==> config.mk <==
export PLATFORM = sky130hd
export DESIGN_NAME = err_stat_frame_flat
export DESIGN_NICKNAME = d
export VERILOG_FILES = /design/src/rtl/err_stat_frame_if.sv /design/src/rtl/err_stat_frame.sv /design/src/flat_wrapper.sv
export SDC_FILE = /design/constraint.sdc
export NUM_CORES = 1
export LEC_CHECK = 0
export ABC_AREA = 1
export CAP_MARGIN = 20
export CELL_PAD_IN_SITES_DETAIL_PLACEMENT = 0
export CELL_PAD_IN_SITES_GLOBAL_PLACEMENT = 1
export CORE_MARGIN = 2
export CORE_UTILIZATION = 39
export CTS_CLUSTER_SIZE = 30
export DETAILED_ROUTE_END_ITERATION = 6
export GPL_TIMING_DRIVEN = 1
export PLACE_DENSITY = 0.82
export RECOVER_POWER = 100
export SYNTH_ARGS = -nofsm -noshare
export SYNTH_HDL_FRONTEND = slang
export SYNTH_SLANG_ARGS = --single-unit
==> constraint.sdc <==
create_clock -name clk -period 2.1 [get_ports clk]
set_input_delay 0.42 -clock clk [delete_from_list [all_inputs] [get_ports clk]]
set_output_delay 0.42 -clock clk [all_outputs]
set_load 0.01 [all_outputs]
==> src/rtl/err_stat_frame_if.sv <==
// Word stream from the error-statistics readout framer to the readout link.
// The producer holds dout and dout_valid until dout_ready accepts the word.
interface err_stat_frame_if;
  logic [15:0] dout;
  logic        dout_valid;
  logic        dout_ready;

  modport master (output dout, output dout_valid, input dout_ready);
  modport slave  (input dout, input dout_valid, output dout_ready);
endinterface

==> src/rtl/err_stat_frame.sv <==
// Readout framer: snapshots 16 error counters on trig and streams a 20-word frame
// (header, frame number, saturation mask, counters, checksum) over valid/ready.
//
// state | meaning
// IDLE  | waiting for trig; snapshot may be overwritten
// HDR   | presenting header word
// FNO   | presenting frame number
// MASK  | presenting saturated/unarmed channel mask
// DATA  | presenting snapshot channel idx
// CSUM  | presenting checksum; accept completes the frame
module err_stat_frame #(
  parameter int          N_CH   = 16,
  parameter logic [15:0] HEADER = 16'hE55A
) (
  input  logic                 clk,
  input  logic                 reset,
  input  logic [16*N_CH-1:0]   cnt_bus,
  input  logic                 trig,
  err_stat_frame_if.master     out_if,
  output logic                 busy,
  output logic [15:0]          frame_no,
  output logic [7:0]           drop_cnt
);

  localparam int IDX_W = $clog2(N_CH);

  typedef enum logic [2:0] {IDLE, HDR, FNO, MASK, DATA, CSUM} state_t;

  state_t            state;
  logic [15:0]       snap [N_CH];
  logic [N_CH-1:0]   sat_mask;
  logic [15:0]       csum;
  logic [IDX_W-1:0]  idx;
  logic [IDX_W-1:0]  idx_nxt;
  logic              accept;

  assign accept  = out_if.dout_valid && out_if.dout_ready;
  assign idx_nxt = idx + IDX_W'(1);

  always_ff @(posedge clk or negedge reset) begin
    if (!reset) begin
      state             <= IDLE;
      out_if.dout       <= '0;
      out_if.dout_valid <= 1'b0;
      busy              <= 1'b0;
      frame_no          <= '0;
      drop_cnt          <= '0;
      sat_mask          <= '0;
      csum              <= '0;
      idx               <= '0;
      for (int k = 0; k < N_CH; k++) snap[k] <= '0;
    end else begin
      // Requests arriving while a frame is in flight are counted, never queued.
      if (trig && state != IDLE && drop_cnt != 8'hFF)
        drop_cnt <= drop_cnt + 8'd1;

      case (state)
        IDLE: begin
          if (trig) begin
            for (int k = 0; k < N_CH; k++) begin
              snap[k]     <= cnt_bus[16*k +: 16];
              // FFFE (saturated) and FFFF (unarmed) differ only in bit 0
              sat_mask[k] <= &cnt_bus[16*k+1 +: 15];
            end
            csum              <= '0;
            idx               <= '0;
            out_if.dout       <= HEADER;
            out_if.dout_valid <= 1'b1;
            busy              <= 1'b1;
            state             <= HDR;
          end
        end
        HDR: if (accept) begin
          out_if.dout <= frame_no;
          state       <= FNO;
        end
        FNO: if (accept) begin
          csum        <= csum + out_if.dout;
          out_if.dout <= 16'(sat_mask);
          state       <= MASK;
        end
        MASK: if (accept) begin
          csum        <= csum + out_if.dout;
          out_if.dout <= snap[0];
          idx         <= '0;
          state       <= DATA;
        end
        DATA: if (accept) begin
          csum <= csum + out_if.dout;
          if (idx == IDX_W'(N_CH - 1)) begin
            out_if.dout <= csum + out_if.dout;
            state       <= CSUM;
          end else begin
            out_if.dout <= snap[idx_nxt];
            idx         <= idx_nxt;
          end
        end
        CSUM: if (accept) begin
          out_if.dout       <= '0;
          out_if.dout_valid <= 1'b0;
          busy              <= 1'b0;
          frame_no          <= frame_no + 16'd1;
          state             <= IDLE;
        end
        default: state <= IDLE;
      endcase
    end
  end

endmodule

==> src/flat_wrapper.sv <==
// flat-port wrapper written by rule: the top's interface ports become plain ports
module err_stat_frame_flat 
#(
  parameter int          N_CH   = 16,
  parameter logic [15:0] HEADER = 16'hE55A
)
  (clk, reset, cnt_bus, trig, busy, frame_no, drop_cnt, out_if_dout, out_if_dout_valid, out_if_dout_ready);
  err_stat_frame_if out_if_i ();
  input  logic clk;
  input  logic reset;
  input  logic [16*N_CH-1:0] cnt_bus;
  input  logic trig;
  output logic busy;
  output logic [15:0] frame_no;
  output logic [7:0] drop_cnt;
  output wire logic [$bits(out_if_i.dout)-1:0] out_if_dout;
  output wire logic [$bits(out_if_i.dout_valid)-1:0] out_if_dout_valid;
  input wire logic [$bits(out_if_i.dout_ready)-1:0] out_if_dout_ready;
  assign out_if_dout = out_if_i.dout;
  assign out_if_dout_valid = out_if_i.dout_valid;
  assign out_if_i.dout_ready = out_if_dout_ready;
  err_stat_frame #(.N_CH(N_CH), .HEADER(HEADER)) u_core (.clk(clk), .reset(reset), .cnt_bus(cnt_bus), .trig(trig), .out_if(out_if_i), .busy(busy), .frame_no(frame_no), .drop_cnt(drop_cnt));
endmodule
[After elaboration in Yosys (flattened, before gate mapping)]
Cells that the tools add are included.
Storage, ports and cells
  bits of input ports: 260
  register bits after elaboration: 336
Cells by class
  $lt $le $gt $ge: 1
  add/subtract/negate cells: 4
  muxes and demuxes: 30
  equality and inequality tests: 16
  reductions and logical operators: 33
  bitwise logic cells: 1
Operators with widths (number)
  $reduce_and 15->1: 16
  $mux 16: 11
  $pmux 16 s6: 1
  $bmux 16 s4: 1
  $pmux 16 s2: 1
  $mux 3: 7
  $pmux 3 s6: 1
  $add 16x1->16 const B: 1
  $add 16x16->16: 1
  $mux 4: 4
  $ne 2x1->1 const B: 7
  $reduce_and 7->1: 2
  $pmux 4 s3: 1
  $add 8x1->8 const B: 1
  $ne 8x8->1 const B: 1
  $eq 3x2->1 const B: 2
  $eq 3x3->1 const B: 2
  $reduce_and 3->1: 2
  $reduce_bool 3->1: 2
  $reduce_bool 6->1: 1
  $ge 5x5->1 const B: 1
  $not 4->5: 1
  $reduce_and 5->1: 1
  $add 4x1->4 const B: 1
  other kinds (10): 16

[Longest topological paths before layout]
  depth in word-level cells: 8
  depth in mapped cells: 12
  mapped depth without buffers: 12

[Worst setup path before layout]
Ideal clock, no wire load.
  path type: register -> register
  start point: register u_core.idx[0]
  end point: register u_core.out_if.dout[12]
  stages on the path, launching flop included: 12
  path slack: 0.194 ns
  setup time: 0.116 ns
  data arrival time: 1.790 ns
  cells stage by stage: dfrtp_1 -> ha_1 -> inv_1 -> clkbuf_1 -> clkbuf_1 -> nand3_1 -> nand3_1 -> nand3_1 -> nand3_1 -> nand3_1 -> nand2_1 -> nand2_1
Between the ends
  cells in the longest elaborated chain, start to end: 8
  elaborated cells between the ends (all ways): 9
RTL lines
  start, declared: line err_stat_frame.sv:33  | logic [IDX_W-1:0] idx;
  start signal, assigned: line err_stat_frame.sv:95  | idx <= idx_nxt;
  $add 4x1->4: line err_stat_frame.sv:38  | assign idx_nxt = idx + IDX_W'(1);
  $not 4->5 (not written as such): line err_stat_frame.sv:94  | out_if.dout <= snap[idx_nxt];
  $bmux 16 s4: line err_stat_frame.sv:94
  $mux 16 (not written as such) (2 in series): line err_stat_frame.sv:94
  $mux 16 *: line err_stat_frame.sv:90  | if (idx == IDX_W'(N_CH - 1)) begin
  $mux 16 *: line err_stat_frame.sv:88  | DATA: if (accept) begin
  $pmux 16 s6 *: line err_stat_frame.sv:57  | case (state)
  end signal, assigned: line err_stat_frame.sv:84  | out_if.dout <= snap[0];
  end signal, assigned: line err_stat_frame.sv:91  | out_if.dout <= csum + out_if.dout;
  end signal, assigned: line err_stat_frame.sv:94
  end, declared: line err_stat_frame_if.sv:8  | modport master (output dout, output dout_valid, input dout_ready);
Mark *: on every way between the ends. The rest lies on a longest branch, timed or not. The select of a mux whose other input is x is not followed.
A chain may end at the register's enable or synchronous reset.

[Final worst setup path]
  start point: register u_core.idx[0]
  end point: register u_core.out_if.dout[6]
Same word-level chain as after synthesis.

==> run summary <==
=======================================================================================
Slew at the pin with the worst max-slew slack ............................       984 ps
Die Y-Extent .............................................................       213 um
Clock tree sinks .........................................................          336
TNS Setup ................................................................         0 ps
Area share of the leading cell type in the synthesized netlist ...........        0.492
Number of nets in the synthesized netlist ................................        2,519
Number of stages on the worst hold path ..................................            3
Crit path kind ...........................................................      reg2reg
Critical Path Slowest Stage Cell .........................................      dfrtp_4
Warning count from the yosys run .........................................            0
Reg-to-reg critical path startpoint ...................................... u_core.idx[0]$_DFFE_PN0P_
Reg2Reg Capture Point .................................................... u_core.out_if.dout[6]$_DFFE_PN0P_
Root Buffer Master .......................................................    clkbuf_16
Library cell occupying the most area in the post-synthesis netlist .......      dfrtp_1
Class of the tightest hold or removal check ..............................       in2reg
Detailed-route DRC error count ...........................................            0
Detailed-placement wirelength estimate ...................................    47,900 um
Final weighted congestion of routability-driven global placement .........        0.939
Register bit count reported by yosys .....................................          336
Count of maximum capacitance violations ..................................            0
Util after Layout ........................................................        0.527
Synth cell types .........................................................           43
Maximum net fanout on the critical path ..................................           26
Clock-pin slew on the worst setup and hold paths .........................        60 ps
Post-Route Skew ..........................................................      11.9 ps
Most area-consuming cells after synthesis ................................ dfrtp_1, nand2_1, nand3_1
X dimension of the die ...................................................       213 um
Final setup fails ........................................................            0
Commonest non-fill, non-tap cell in the layout ...........................      nand2_1
TritonCTS clock tree .....................................................        built
Initial Utilization ......................................................        0.396
Number of nets with antenna violations after detailed routing ............            0
First-pass DRT Iterations ................................................            6
Hold violation count in the final report .................................            0
Vias in the first global route ...........................................       16,500
Number of max-slew violations in the final report ........................            0
Cell area after layout ................................................... 0.0227 sq mm
Data required time at the worst endpoint .................................      2560 ps
F_max ....................................................................      484 MHz
Syn_area_per_cell ........................................................   7.63 sq um
Placement-stage cell area ................................................ 0.0214 sq mm
Sequence of cells on the critical path ................................... ha_4, buf_8, a21oi_1, o21ai_0, nand3_1, nand3_1, nand2_1, nor2_2, nor2_1, nor2_1
Fraction of final layout cells with drive strength greater than 1 ........       0.0827
Run status ............................................................... finished clean
Number of cell rows ......................................................           76
Static Leakage ...........................................................      10.7 nW
Commonest non-fill, non-tap cells in the layout .......................... nand2_1, dfrtp_1, clkdlybuf4s50_1, o21ai_0, nand3_1
Vias after detailed routing ..............................................       16,800
CP startpoint kind .......................................................     register
Number of violations reported at the end of detailed-routing iteration 0 .        1,578
Delay of the slowest critical-path stage .................................       490 ps
GRT Overall Usage ........................................................        0.275
Unrepaired setup endpoints after global routing ..........................          yes
Pwr per Cell Area ........................................................ 1390 mW/mm^2
Pwr Total ................................................................     0.0316 W
Reg-to-reg setup timing slack ............................................        30 ps
I/O Pins .................................................................          302
Worst-case setup margin in the final layout ..............................      33.5 ps
Port Buffers .............................................................          301
Number of instances in the synthesized netlist ...........................        2,240
Fin crit period ..........................................................      2070 ps
Final nets ...............................................................        2,854
Maximum VDD drop .........................................................     0.706 mV
Global-route wire length before repair ...................................    95,100 um
Worst EP arrival .........................................................      2530 ps
GRT overflow .............................................................            0
Number of antenna cells inserted .........................................            0
Detail-routed via count per cell .........................................         5.29
Layout overhead on the synthesized area ..................................        33.1%
Synthesized area ......................................................... 0.0171 sq mm
Pre-CTS WS ...............................................................      -122 ps
Tcrit/Tclk final .........................................................        0.984
Endpoint type of the worst setup path ....................................     register
Cells on worst reg2reg path ..............................................           10
Total Die Area ........................................................... 0.0455 sq mm
Wire length reported by the detailed router ..............................    62,300 um
CTS buffer count .........................................................           38
Initial antenna violation count ..........................................            1
H-Tree Depth .............................................................            2
Fraction of the yosys area taken by sequential cells .....................        0.492
Origin of the worst min-delay path ....................................... cnt_bus[224]
Pin count of the biggest net entering global routing .....................           79
Endpoint, Worst Hold ..................................................... u_core.snap[16]$_DFFE_PN0P_
Wire length per cell .....................................................      19.6 um
Relative max-transition margin ...........................................        0.344
Maximum clock insertion buffer count .....................................            3
Core box area ............................................................ 0.0432 sq mm
Insertion delay of the later-clocked pin in the worst-skew pair ..........       530 ps
=======================================================================================
## synth_stat cells (all sizes together)
master and n:
fa 1, a21oi 105, o41ai 6, nand3b 4, xor2 22, a22o 5, nor4 10, nand2 864
o221ai 3, a22oi 3, xnor2 7, nand4 50, a32o 2, clkinv 1, ha 18, o21ai 201
a31oi 1, and2 3, clkbuf 40, mux2 2, o211ai 16, nor2 73, o21bai 1, nor3 8
o22ai 4, nand3 202, a221oi 3, inv 172, a211oi 1, dfrtp 336, buf 76
## worst max path at each step
stage | from | to | slack, ps | cells past startpoint
final | u_core.idx[0]$_DFFE_PN0P_ | u_core.out_if.dout[6]$_DFFE_PN0P_ | 30 | 10
after global placement | u_core.idx[0]$_DFFE_PN0P_ | u_core.out_if.dout[6]$_DFFE_PN0P_ | -140 | 10
after detailed placement | u_core.idx[0]$_DFFE_PN0P_ | u_core.out_if.dout[6]$_DFFE_PN0P_ | -120 | 10
after global routing | u_core.out_if.dout[0]$_DFFE_PN0P_ | u_core.out_if.dout[14]$_DFFE_PN0P_ | -70 | 12
after CTS | u_core.out_if.dout[10]$_DFFE_PN0P_ | out_if_dout[10] | 0.8 | 2
after floorplan | u_core.idx[0]$_DFFE_PN0P_ | u_core.out_if.dout[12]$_DFFE_PN0P_ | 190 | 11
## final cells by class
class / count / area, sq um
multi-input combinational: 1615 / 7610
tap: 585 / 732
clock inverter: 8 / 121
timing repair buffer: 411 / 4100
clock buffer: 57 / 1110
inverter: 173 / 652
sequential: 336 / 8410
fill: 4224 / 20400
## routing by layer
layer  up-vias  global-route usage  wire [um]
met3       109              0.0447       5090
li1       7963                   -          -
met5         -                   0         14
met1      8060               0.400      27700
met4         2              0.0824       1810
met2       707               0.422      27700
## state kept, by name (all words and copies together), names as in the netlist
register and count:
u_core.out_if.dout 16, u_core.sat_mask 16, u_core.frame_no 16, u_core.idx 4
u_core.drop_cnt 8, u_core.snap 256, u_core.csum 16, u_core.state 3
u_core.out_if.dout_valid 1
## power breakdown
part	leakage [nW]	internal, W	total (W)	switching, W
Clock	0.603	0.00402	0.00668	0.00266
Combinational	5.94	0.00543	0.0142	0.00875
Sequential	4.19	0.00921	0.0107	0.00154
## through the flow
stage	hold WS (ps)	cells
after floorplan	124	2240
after global placement	330	3115
after detailed placement	328	3115
after CTS	390	3182
after global routing	477	3185
final	465	3185
## cells by family after synthesis
group / after synthesis / share of synthesized area
AO/OA/AOI/OAI: 351 / 0.111
AND/OR/NAND/NOR: 1214 / 0.297
XOR/XNOR: 29 / 0.0153
buffers and inverters: 289 / 0.0691
adder cells (fa/ha/maj): 19 / 0.0143
multiplexers: 2 / 0.00132
flip-flops: 336 / 0.492
## worst max-delay path, delay by kind of cell, from the launching register on
| family | cells | cell delay [ps] |
|---|---|---|
| AO/OA/AOI/OAI | 2 | 160 |
| adder cells (fa/ha/maj) | 1 | 310 |
| buffers and inverters | 1 | 220 |
| flip-flops | 1 | 490 |
| AND/OR/NAND/NOR | 6 | 820 |
## what timing repair did
action,4_1_cts,5_1_grt
endpoints found under the hold margin,25,0
setup endpoints to repair,11,21
setup buffers,0,3
pin swaps,0,6
hold buffers,1,0
gates resized for setup,16,34
cloned,1,0
No activity file was read; power rests on OpenSTA's default activity.
